**src/rtl/quad_pkg.sv**
```systemverilog
// Shared definitions for the quadrature decoder: decode-mode constants,
// step encoding and the pure transition classifier.
package quad_pkg;

    localparam int MODE_X1 = 1;
    localparam int MODE_X2 = 2;
    localparam int MODE_X4 = 4;

    typedef enum logic [1:0] {
        STEP_NONE    = 2'd0,
        STEP_FWD     = 2'd1,
        STEP_REV     = 2'd2,
        STEP_ILLEGAL = 2'd3
    } step_t;

    // Place of a {A,B} state on the forward cycle 00 -> 10 -> 11 -> 01.
    function automatic logic [1:0] phase_of(input logic [1:0] s);
        case (s)
            2'b00:   phase_of = 2'd0;
            2'b10:   phase_of = 2'd1;
            2'b11:   phase_of = 2'd2;
            default: phase_of = 2'd3;
        endcase
    endfunction

    function automatic step_t classify(input logic [1:0] prev, input logic [1:0] cur,
                                       input int mode);
        logic [1:0] w_delta;
        step_t      w_step;
        w_delta = phase_of(cur) - phase_of(prev);
        case (w_delta)
            2'd1:    w_step = STEP_FWD;
            2'd3:    w_step = STEP_REV;
            2'd2:    w_step = STEP_ILLEGAL;
            default: w_step = STEP_NONE;
        endcase
        // Lower resolutions keep only a subset of the legal steps.
        if (w_step == STEP_FWD || w_step == STEP_REV) begin
            if (mode == MODE_X2 && prev[1] == cur[1])
                w_step = STEP_NONE;
            if (mode == MODE_X1 && !((prev == 2'b00 && cur == 2'b10) ||
                                     (prev == 2'b10 && cur == 2'b00)))
                w_step = STEP_NONE;
        end
        return w_step;
    endfunction

endpackage

```
**src/rtl/quad_filter.sv**
```systemverilog
// One encoder channel: 2-FF synchroniser followed by a debounce filter that
// accepts a new level after FILTER_LEN consecutive equal tick samples.
module quad_filter
    import quad_pkg::*;
#(
    parameter int FILTER_LEN = 3
) (
    input  logic clk,
    input  logic rst,
    input  logic i_tick,
    input  logic i_pin,
    output logic o_filt
);

    localparam int RUN_W = $clog2(FILTER_LEN + 1);
    localparam logic [RUN_W-1:0] RUN_MAX = RUN_W'(FILTER_LEN);

    logic             r_sync1;
    logic             r_sync2;
    logic             r_cand;
    logic             r_filt;
    logic [RUN_W-1:0] r_run;
    logic             w_cand_next;
    logic [RUN_W-1:0] w_run_next;

    always_comb begin
        w_cand_next = r_cand;
        w_run_next  = r_run;
        if (r_sync2 == r_cand) begin
            if (r_run != RUN_MAX)
                w_run_next = r_run + 1'b1;
        end else begin
            w_cand_next = r_sync2;
            w_run_next  = RUN_W'(1);
        end
    end

    always_ff @(posedge clk or posedge rst) begin
        if (rst) begin
            r_sync1 <= 1'b0;
            r_sync2 <= 1'b0;
            r_cand  <= 1'b0;
            r_run   <= '0;
            r_filt  <= 1'b0;
        end else begin
            r_sync1 <= i_pin;
            r_sync2 <= r_sync1;
            if (i_tick) begin
                r_cand <= w_cand_next;
                r_run  <= w_run_next;
                if (w_run_next == RUN_MAX)
                    r_filt <= w_cand_next;
            end
        end
    end

    assign o_filt = r_filt;

endmodule

```
**src/rtl/quad_decoder.sv**
```systemverilog
// Quadrature encoder decoder: sample tick, filtered A/B channels, x1/x2/x4
// step decoding into a signed wrapping or saturating position counter.
module quad_decoder
    import quad_pkg::*;
#(
    parameter int CLK_HZ      = 50000000,
    parameter int SAMPLE_HZ   = 500000,
    parameter int FILTER_LEN  = 3,
    parameter int WIDTH       = 16,
    parameter int MODE        = 4,
    parameter int SATURATE    = 0,
    parameter int INDEX_CLEAR = 1
) (
    input  logic             clk,
    input  logic             rst,
    input  logic             canalA,
    input  logic             canalB,
    input  logic             index,
    input  logic             enable,
    input  logic             clear,
    output logic [WIDTH-1:0] position,
    output logic             giroPositivo,
    output logic             giroNegativo,
    output logic             direccion,
    output logic             error
);

    localparam int DIV   = CLK_HZ / SAMPLE_HZ;
    localparam int CNT_W = (DIV > 1) ? $clog2(DIV) : 1;
    localparam logic [CNT_W-1:0] CNT_LAST = CNT_W'(DIV - 1);
    localparam logic [WIDTH-1:0] POS_MAX  = {1'b0, {(WIDTH-1){1'b1}}};
    localparam logic [WIDTH-1:0] POS_MIN  = {1'b1, {(WIDTH-1){1'b0}}};

    generate
        if (MODE != MODE_X1 && MODE != MODE_X2 && MODE != MODE_X4) begin : g_bad_mode
            $error("quad_decoder: MODE must be 1, 2 or 4");
        end
        if (DIV < 1) begin : g_bad_div
            $error("quad_decoder: CLK_HZ/SAMPLE_HZ must be at least 1");
        end
    endgenerate

    logic [CNT_W-1:0] r_tick_cnt;
    logic             w_tick;
    logic             w_fa;
    logic             w_fb;
    logic [1:0]       w_state;
    logic [1:0]       r_prev;
    step_t            w_step;
    logic             r_idx_s1;
    logic             r_idx_s2;
    logic             r_idx_prev;
    logic             w_idx_rise;
    logic [WIDTH-1:0] r_pos;
    logic [WIDTH-1:0] w_pos_inc;
    logic [WIDTH-1:0] w_pos_dec;
    logic             r_pulse_fwd;
    logic             r_pulse_rev;
    logic             r_dir;
    logic             r_err;

    assign w_tick = (r_tick_cnt == CNT_LAST);

    always_ff @(posedge clk or posedge rst) begin
        if (rst)
            r_tick_cnt <= '0;
        else if (w_tick)
            r_tick_cnt <= '0;
        else
            r_tick_cnt <= r_tick_cnt + 1'b1;
    end

    quad_filter #(.FILTER_LEN(FILTER_LEN)) u_filt_a (
        .clk    (clk),
        .rst    (rst),
        .i_tick (w_tick),
        .i_pin  (canalA),
        .o_filt (w_fa)
    );

    quad_filter #(.FILTER_LEN(FILTER_LEN)) u_filt_b (
        .clk    (clk),
        .rst    (rst),
        .i_tick (w_tick),
        .i_pin  (canalB),
        .o_filt (w_fb)
    );

    assign w_state    = {w_fa, w_fb};
    assign w_step     = classify(r_prev, w_state, MODE);
    assign w_idx_rise = r_idx_s2 & ~r_idx_prev & (INDEX_CLEAR != 0);

    always_comb begin
        w_pos_inc = r_pos + 1'b1;
        w_pos_dec = r_pos - 1'b1;
        if (SATURATE != 0 && r_pos == POS_MAX)
            w_pos_inc = r_pos;
        if (SATURATE != 0 && r_pos == POS_MIN)
            w_pos_dec = r_pos;
    end

    // prev and the index synchroniser run every clock regardless of enable,
    // so a transition seen while disabled is never replayed later.
    always_ff @(posedge clk or posedge rst) begin
        if (rst) begin
            r_prev      <= 2'b00;
            r_idx_s1    <= 1'b0;
            r_idx_s2    <= 1'b0;
            r_idx_prev  <= 1'b0;
            r_pos       <= '0;
            r_pulse_fwd <= 1'b0;
            r_pulse_rev <= 1'b0;
            r_dir       <= 1'b0;
            r_err       <= 1'b0;
        end else begin
            r_prev      <= w_state;
            r_idx_s1    <= index;
            r_idx_s2    <= r_idx_s1;
            r_idx_prev  <= r_idx_s2;
            r_pulse_fwd <= 1'b0;
            r_pulse_rev <= 1'b0;
            if (clear) begin
                r_pos <= '0;
                r_err <= 1'b0;
            end else begin
                if (enable) begin
                    case (w_step)
                        STEP_FWD: begin
                            r_pulse_fwd <= 1'b1;
                            r_dir       <= 1'b1;
                            r_pos       <= w_pos_inc;
                        end
                        STEP_REV: begin
                            r_pulse_rev <= 1'b1;
                            r_dir       <= 1'b0;
                            r_pos       <= w_pos_dec;
                        end
                        STEP_ILLEGAL: r_err <= 1'b1;
                        default: ;
                    endcase
                end
                // Index wins over the count but not over the pulse/direction.
                if (w_idx_rise)
                    r_pos <= '0;
            end
        end
    end

    assign position     = r_pos;
    assign giroPositivo = r_pulse_fwd;
    assign giroNegativo = r_pulse_rev;
    assign direccion    = r_dir;
    assign error        = r_err;

endmodule

```
**config.mk**
```make
export PLATFORM = sky130hd
export DESIGN_NAME = quad_decoder
export DESIGN_NICKNAME = d
export VERILOG_FILES = /design/src/rtl/quad_pkg.sv /design/src/rtl/quad_filter.sv /design/src/rtl/quad_decoder.sv
export SDC_FILE = /design/constraint.sdc
export NUM_CORES = 1
export LEC_CHECK = 0
export ABC_AREA = 1
export CORE_UTILIZATION = 55
export DETAILED_ROUTE_END_ITERATION = 7
export MAX_ROUTING_LAYER = met4
export PLACE_DENSITY = 0.77
export SLEW_MARGIN = 20
export SYNTH_ARGS = -nofsm -noshare
export SYNTH_HDL_FRONTEND = slang
export SYNTH_SLANG_ARGS = --single-unit
```
**constraint.sdc**
```tcl
create_clock -name clk -period 2.8 [get_ports clk]
set_input_delay 0.42 -clock clk [delete_from_list [all_inputs] [get_ports clk]]
set_output_delay 0.42 -clock clk [all_outputs]
set_load 0.1 [all_outputs]
```
==> metrics.txt, run 1 <==
largest family of logic cells by synthesized area=simple AND/OR/NAND/NOR gates; CTS H-Tree Depth=2; Pwr per Cell Area=between 300 and 400 nW/um^2; Worst VDD drop=about 0.00025 V; post-synth cell types=36; achievable clock frequency=383 MHz; Routed WL=6070 um; DR DRC count=0; CP Data Required Time=about 3 ns; initial core utilization=between 50% and 60%; dominant synthesized flop cell=dfrtp_1; pin count of the biggest net entering global routing=22; post-synthesis simple-gate area fraction=32.0%; CP Max Fanout=9; Async SR Flop Fraction=100%; hold path cells=0; final hold violations=0; CTS tree=built; Reg-to-Reg End=position[12]; Vias=2,493; layout cell share with drive strength beyond 1=between 10% and 20%; GR Overflow Total=0; die area=approximately 5300 sq um; hold_sp=u_filt_b.r_sync1; Reg2Reg Setup Slack=0.19 ns; Pwr Total=0.00121 W; most frequent cells in the layout=94 x nand2_1, 59 x inv_1, 44 x dfrtp_1; Avg WL per Cell=between 10 and 15 um; relative slew slack=52.3%; row count=25; Reg2Reg Depth=21; layout overhead on the synthesized area=17.6%; post-synth net total=393; outcome=complete, no violations; synthesized area=roughly 2800 sq um; GRT Overall Usage=about a quarter; mux share of post-synthesis cell area=0%; DRT antenna net count=0; Worst Hold Class=flop to flop; arrival time worst endpoint=2.81 ns; FF+latch count, synth=44; hold endpoint=u_filt_b.r_sync2; DR pass1 iterations=5; DR iter-0 viols=148; commonest non-fill, non-tap cell in the layout=nand2_1; worst-margin pin slew=0.712 ns; Worst setup SP type=flop; diodes inserted=0; compound-cell area share of the yosys netlist=between 10 and 15%; vias in the first global route=2,380; root buf cell=clkbuf_8; static leakage=1.72 nW; CTS sink count=44; EDFF count, synth=0; Avg Cell Area, Syn=7.40 sq um; antenna violations before repair=0; Seq/Total Area, Yosys=39.9%; XOR/XNOR Fraction of Synth Area=1.27%; type of the worst setup path=flop to flop; Max Cap Viol=0; RePlAce Congestion=0.908; Num CTS Buffers=5; period utilisation layout=93.3%; # hold bufs at CTS=0; CP endpoint kind=flop; Port Buffers=26; core area=4790 sq um; Fillers=414; Ports=27; reg2reg start=u_filt_a.o_filt; Die H=72.9 um; die width=72.9 um; DP Wirelength=4570 um; first-pass GRT wire length=between 10,000 and 15,000 um; clock period minus final worst setup slack=2.61 ns; Ys Warns=0; deepest clock path buffer count=2; Slew Viols, Final=0; post-synthesis adder-cell area fraction=5.89%; hold_ws=0.353 ns; Post-Route Skew=between 0.01 and 0.015 ns; Mapped Cells=around 370; final setup violation count=0; Via-to-Cell Ratio=5.22; Nets=430; clk slew on worst S/H paths=approximately 0.090 ns; clk_lat worst skew=0.30 ns
worst max-delay path by stage:
| stage | end | depth (start not counted) | start | slack, ns |
|---|---|---|---|---|
| 2_1_floorplan | position[14] | 16 | u_filt_a.o_filt | 0.22 |
| 3_3_place_gp | position[12] | 18 | u_filt_a.o_filt | 0.12 |
| 3_5_place_dp | position[12] | 18 | u_filt_a.o_filt | 0.05 |
| 4_1_cts | position[12] | 18 | u_filt_a.o_filt | 0.02 |
| 5_1_grt | position[10] | 21 | u_filt_a.o_filt | -0.02 |
| 6_report | position[12] | 21 | u_filt_a.o_filt | 0.19 |
kinds of logic after synthesis:
group	after synthesis
buf+inv	68
fa+ha+maj	13
simple gates	194
xor+xnor	4
compound gates	50
flops	44
worst max-delay path, cell delays in order, from the launching register on:
cell and delay [ns]:
dfrtp_1 0.40, inv_1 0.06, ha_1 0.33, ha_4 0.17, inv_2 0.04, nand2_1 0.09, nand2_1 0.07, nand2_2 0.09
nand2_4 0.09, nand3_4 0.09, nand2_1 0.06, inv_1 0.07, ha_1 0.14, inv_1 0.06, a21oi_2 0.18, nand2_1 0.10
nand2_2 0.09, nand3_1 0.11, nand2_1 0.09, nand2_1 0.04, nand3_1 0.06, nand2_1 0.05
per-stage QoR:
step | area [sq um] | utilization [%] | worst slack (ns) | std cells | setup TNS, ns
floorplan | 2760 | - | 0.218 | 373 | 0
global placement | 3080 | 64.4 | 0.118 | 469 | 0
detailed placement | 3080 | 64.4 | 0.0464 | 469 | 0
CTS | 3200 | 67.0 | 0.0175 | 477 | 0
global route | 3250 | 67.9 | -0.0212 | 478 | -0.0212
finish | 3250 | 67.9 | 0.187 | 478 | 0
area by class of cell:
cell class	instances	area [sq um]	area share, %
Clock buffer	6	82.6	2.54
Clock inverter	2	38.8	1.19
Inverter	64	245	7.55
Multi-Input combinational cell	261	1430	43.9
Sequential cell	44	1100	33.9
Tap cell	67	83.8	2.58
Timing Repair Buffer	34	270	8.32
cells in the mapped netlist (4+ instances only):
library cell | number | area share, %
nor2_1 | 30 | 4.1
inv_1 | 61 | 8.3
o41ai_1 | 9 | 2.9
nor2_2 | 4 | 0.91
dfrtp_1 | 44 | 40
o21ai_0 | 15 | 2.7
nand2_2 | 15 | 3.4
nand3_1 | 29 | 5.3
nand2_1 | 97 | 13
a21oi_1 | 14 | 2.5
ha_1 | 13 | 5.9
nor3_1 | 6 | 1.1
registers in the layout, summed over array words and instances, names as in the netlist, 2 cells and up:
signal / count
r_tick_cnt: 7
u_filt_b.r_run: 2
r_prev: 2
u_filt_a.r_run: 2
position: 16
per-layer routing:
| metal | up-vias | part of all wire, % | wire, um | global-route usage [%] |
|---|---|---|---|---|
| li1 | 1272 | - | - | - |
| met1 | 1131 | 45 | 2750 | 32.4 |
| met2 | 75 | 47 | 2860 | 41.5 |
| met3 | 15 | 5.0 | 303 | 4.70 |
| met4 | 0 | 2.5 | 151 | 10.0 |
| met5 | - | 0 | 0 | - |
power by group:
group | switching [W] | internal, W
clock | 0.000227 | 0.000292
sequential | 0.00000228 | 0.000641
combinational | 0.0000301 | 0.0000144
total | 0.000260 | 0.000947
repair_timing:
action / in CTS / in global routing
gates resized for setup: 0 / 10
buffers inserted: 0 / 1
endpoints found under the setup margin: 0 / 11
endpoints found under the hold margin: 0 / 0
Power figures use the tool's default switching activity.
==> run 2, diff against run 1 <==
--- a/config.mk
+++ b/config.mk
@@ -6,10 +6,12 @@
 export NUM_CORES = 1
 export LEC_CHECK = 0
 export ABC_AREA = 1
+export CORE_MARGIN = 8
 export CORE_UTILIZATION = 55
 export DETAILED_ROUTE_END_ITERATION = 7
 export MAX_ROUTING_LAYER = met4
 export PLACE_DENSITY = 0.77
+export SKIP_CTS_REPAIR_TIMING = 1
 export SLEW_MARGIN = 20
 export SYNTH_ARGS = -nofsm -noshare
 export SYNTH_HDL_FRONTEND = slang
==> metrics.txt, run 2 (same netlist as run 1, synthesis figures left out) <==
die width=86.9 um (+19%); CP Cell Sequence=inv_1, ha_4, ha_4, inv_2, nand2_1, nand2_1, nand2_2, nand2_4, nand3_4, nand2_1, inv_1, ha_1, inv_1, a21oi_4, nand3_2, nand2_2, nand2_1, nand3b_1, nand3_1, nand2_1; relative slew slack=51.9% (-0.36 points); layout cell share with drive strength beyond 1=18.9% (+1.1 points); final hold violations=0 (unchanged); CP endpoint kind=flop; hold path cells=0 (unchanged); antenna violations before repair=0 (unchanged); Largest register FFs=16 (unchanged); deepest clock path buffer count=2 (unchanged); CTS H-Tree Depth=2 (unchanged); diodes inserted=0 (unchanged); Port Buffers=26 (unchanged); CTS tree=built; clk_lat worst skew=0.30 ns (about the same); period utilisation layout=90.8% (-2.5 points); core area=4790 sq um (unchanged); DR DRC count=0 (unchanged); Worst setup SP type=flop; clk slew on worst S/H paths=0.09 ns (about the same); post-route setup TNS=0 ns (unchanged); slowest CP cell=dfrtp_1; Die H=86.9 um (+19%); number of buffers and inverters on the critical path=4 (unchanged); Routed WL=6390 um (+5.3%); DP Worst Slack=0.0977 ns (+0.0513 ns); Worst VDD drop=0.000304 V (+20%); arrival time worst endpoint=2.74 ns (-0.07 ns); hold_sp=r_idx_s1; root buf cell=clkbuf_8; CP peak stage delay=0.42 ns (+0.02 ns); clock period minus final worst setup slack=2.54 ns (-0.0705 ns); RePlAce Congestion=0.951 (+4.7%); vias in the first global route=2,382 (+0.084%); DR pass1 iterations=4 (-1); DP Wirelength=4800 um (+5.0%); row count=25 (unchanged); Ports=27 (unchanged); FF+latch area=1100 sq um (unchanged); pin count of the biggest net entering global routing=21 (-4.5%); Reg2Reg Setup Slack=0.26 ns (+0.07 ns); CP most frequent cell=nand2_1; commonest non-fill, non-tap cell in the layout=nand2_1; Fillers=415 (+0.24%); setup slack after layout=0.258 ns (+0.0705 ns); Slew Viols, Final=0 (unchanged); initial core utilization=57.7% (unchanged); die area=7540 sq um (+42%); GRT Overall Usage=18.0% (-7.8 points); Nets=432 (+0.47%); layout overhead on the synthesized area=18.8%; fin util=68.5% (+0.65 points); reg2reg start=u_filt_a.o_filt; Pwr per Cell Area=365 nW/um^2 (-1.9%); Max Cap Viol=0 (unchanged); type of the worst setup path=flop to flop; critical path's top delay family=simple AND/OR/NAND/NOR gates; achievable clock frequency=393 MHz (+2.8%); CP Max Fanout=9 (unchanged); Reg-to-Reg End=position[14]; Vias=2,479 (-0.56%); DRT antenna net count=0 (unchanged); DR iter-0 viols=115 (-22%); hold endpoint=r_idx_s2; first-pass GRT wire length=10,700 um (+3.1%); area of the multi-input gates=1450 sq um (+1.9%); CTS sink count=44 (unchanged); Via-to-Cell Ratio=5.16 (-0.98%); Pwr Total=0.00120 W (-0.93%); crit path from=u_filt_a.o_filt; Reg2Reg Depth=20 (-4.8%); static leakage=1.72 nW (+0.27%); most frequent cells in the layout=93 x nand2_1, 59 x inv_1, 44 x dfrtp_1; Worst Hold Class=flop to flop; Post-Route Skew=0.00489 ns (-0.00580 ns); Num CTS Buffers=5 (unchanged); GR Overflow Total=0 (unchanged); Avg WL per Cell=13.3 um (+4.9%); worst-margin pin slew=0.717 ns (+0.00542 ns); final setup violation count=0 (unchanged); outcome=complete, no violations; CP Data Required Time=3.00 ns (about the same)
[run 2: final cells by class]
class                   instances  area share [%]
well taps                      67            2.56
flip-flops and latches         44            33.6
clock buffers                   5            2.10
inverters                      64            7.33
multi-input cells             261            44.3
repair buffers                 36            8.70
clock inverters                 3            1.41
[run 2: worst reg2reg max path, cell delays in order (launching register included)]
cell and delay, ns:
dfrtp_1 0.42, inv_1 0.11, ha_4 0.21, ha_4 0.17
inv_2 0.06, nand2_1 0.07, nand2_1 0.09, nand2_2 0.07
nand2_4 0.12, nand3_4 0.11, nand2_1 0.08, inv_1 0.05
ha_1 0.16, inv_1 0.11, a21oi_4 0.09, nand3_2 0.07
nand2_2 0.06, nand2_1 0.11, nand3b_1 0.10, nand3_1 0.11
nand2_1 0.06
[run 2: worst max-delay path by stage]
stage	endpoint	slack [ns]	depth (start not counted)
finish	position[14]	0.26	20
detailed placement	position[14]	0.1	18
floorplan	position[14]	0.22	16
global route	position[10]	-0.03	22
global placement	position[14]	0.16	18
CTS	position[14]	0.08	18
[run 2: metal layers]
metal / global-route usage [%] / vias up / part of all wire (%)
li1: - / 1273 / -
met1: 22.7 / 1137 / 48
met2: 28.3 / 59 / 46
met3: 3.30 / 10 / 4.4
met4: 6.10 / 0 / 1.8
met5: - / - / 0
[run 2: report_power, final]
part	switching [W]	internal [W]	total, W
logic	0.0000305	0.0000144	0.0000449
registers	0.00000249	0.000641	0.000643
clock network	0.000238	0.000269	0.000507
total	0.000271	0.000924	0.00120
[run 2: through the flow]
stage                     hold slack, ns  instance area, sq um  std cells
after floorplan                    0.331                  2760        373
after global placement             0.332                  3080        469
after detailed placement           0.336                  3080        469
after CTS                          0.356                  3200        477
after global routing               0.365                  3280        480
final                              0.355                  3280        480
==> run 3, diff against run 2 <==
--- a/config.mk
+++ b/config.mk
@@ -11,6 +11,7 @@
 export DETAILED_ROUTE_END_ITERATION = 7
 export MAX_ROUTING_LAYER = met4
 export PLACE_DENSITY = 0.77
+export RECOVER_POWER = 25
 export SKIP_CTS_REPAIR_TIMING = 1
 export SLEW_MARGIN = 20
 export SYNTH_ARGS = -nofsm -noshare
==> metrics.txt, run 3 (same netlist as run 1, synthesis figures left out) <==
Largest register FFs=16 (unchanged); CP peak stage delay=0.42 ns (about the same); clock period minus final worst setup slack=2.54 ns (unchanged); final setup violation count=0 (unchanged); number of buffers and inverters on the critical path=4 (unchanged); Worst VDD drop=0.000303 V (about the same); GRT Overall Usage=18.0% (unchanged); first-pass GRT wire length=10,700 um (unchanged); pin count of the biggest net entering global routing=21 (unchanged); static leakage=1.72 nW (about the same); diodes inserted=0 (unchanged); CTS tree=built; row count=25 (unchanged); CP endpoint kind=flop; outcome=complete, no violations; achievable clock frequency=393 MHz (unchanged); final hold violations=0 (unchanged); DP Cell Count=469 (unchanged); most frequent cells in the layout=93 x nand2_1, 59 x inv_1, 44 x dfrtp_1; CP Data Required Time=3.00 ns (about the same); Via-to-Cell Ratio=5.16 (unchanged); DR DRC count=0 (unchanged); Worst Hold Class=flop to flop; Fillers=415 (unchanged); RePlAce Congestion=0.951 (unchanged); DP Worst Slack=0.0977 ns (unchanged); deepest clock path buffer count=2 (unchanged); Num CTS Buffers=5 (unchanged); commonest non-fill, non-tap cell in the layout=nand2_1; relative slew slack=51.9% (about the same); Nets=432 (unchanged); CP most frequent cell=nand2_1; slowest CP cell=dfrtp_1; Vias=2,479 (unchanged); die width=86.9 um (unchanged); Die H=86.9 um (unchanged); layout cell share with drive strength beyond 1=18.9% (unchanged); type of the worst setup path=flop to flop; Routed WL=6390 um (about the same); DRT antenna net count=0 (unchanged); DR iter-0 viols=115 (unchanged); arrival time worst endpoint=2.74 ns (about the same); Ports=27 (unchanged); CTS sink count=44 (unchanged); vias in the first global route=2,382 (unchanged); layout overhead on the synthesized area=18.8% (unchanged); Worst setup SP type=flop; antenna violations before repair=0 (unchanged); setup slack after layout=0.258 ns (unchanged); Post-Route Skew=0.00489 ns (unchanged); root buf cell=clkbuf_8; DR pass1 iterations=4 (unchanged); CP Cell Sequence=inv_1, ha_4, ha_4, inv_2, nand2_1, nand2_1, nand2_2, nand2_4, nand3_4, nand2_1, inv_1, ha_1, inv_1, a21oi_4, nand3_2, nand2_2, nand2_1, nand3b_1, nand3_1, nand2_1; Pwr per Cell Area=364 nW/um^2 (about the same); worst-margin pin slew=0.717 ns (-0.000143 ns); Slew Viols, Final=0 (unchanged); Avg WL per Cell=13.3 um (about the same); clk_lat worst skew=0.30 ns (about the same); initial core utilization=57.7% (unchanged); CTS H-Tree Depth=2 (unchanged); CP Max Fanout=9 (unchanged); period utilisation layout=90.8% (unchanged); Post-Layout Cell Count=480 (unchanged); Port Buffers=26 (unchanged); die area=7540 sq um (unchanged); clk slew on worst S/H paths=0.09 ns (about the same); GR Overflow Total=0 (unchanged); DP Wirelength=4800 um (unchanged); critical path's top delay family=simple AND/OR/NAND/NOR gates; Placed Area=3080 sq um (unchanged); Max Cap Viol=0 (unchanged); final instance area=3280 sq um (unchanged); core area=4790 sq um (unchanged)
==> run 3: cell type report <==
| cell class | count | area [sq um] | area share [%] |
|---|---|---|---|
| clock buffer | 5 | 68.8 | 2.10 |
| tap | 67 | 83.8 | 2.56 |
| sequential | 44 | 1100 | 33.6 |
| multi-input combinational | 261 | 1450 | 44.3 |
| timing repair buffer | 36 | 285 | 8.70 |
| inverter | 64 | 240 | 7.33 |
| clock inverter | 3 | 46.3 | 1.41 |
==> run 3: path summary, 6_finish.rpt <==
| kind | from | end | slack (ns) | cells after the start |
|---|---|---|---|---|
| max in group asynchronous | rst | u_filt_a.r_sync1 | 1.63 | 3 |
| worst min register to register | r_idx_s1 | r_idx_s2 | 0.35 | 0 |
| min in group asynchronous | rst | position[15] | 0.58 | 2 |
| worst max register to register | u_filt_a.o_filt | position[14] | 0.26 | 20 |
| worst min-delay path | r_idx_s1 | r_idx_s2 | 0.35 | 0 |
| worst max-delay path | u_filt_a.o_filt | position[14] | 0.26 | 20 |
==> run 3: routing by layer <==
metal | GRT usage, % | share of wire [%] | up-vias
met2 | 28.3 | 46 | 59
met1 | 22.7 | 48 | 1137
met3 | 3.30 | 4.4 | 10
li1 | - | - | 1273
met5 | - | 0 | -
met4 | 6.10 | 1.8 | 0
==> run 3: power by group <==
group	internal [W]	total (W)	switching, W
combinational	0.0000133	0.0000438	0.0000305
sequential	0.000641	0.000643	0.00000249
clock	0.000269	0.000507	0.000238
==> run 3: metrics by stage <==
step / power, W / TNS (ns) / utilization (%) / hold slack, ns
floorplan: 0.000678 / 0 / - / 0.331
global placement: 0.000700 / 0 / 64.4 / 0.332
detailed placement: 0.000702 / 0 / 64.4 / 0.336
CTS: 0.00120 / 0 / 66.8 / 0.356
global route: 0.00123 / -0.0469 / 68.5 / 0.365
finish: 0.00119 / 0 / 68.5 / 0.355
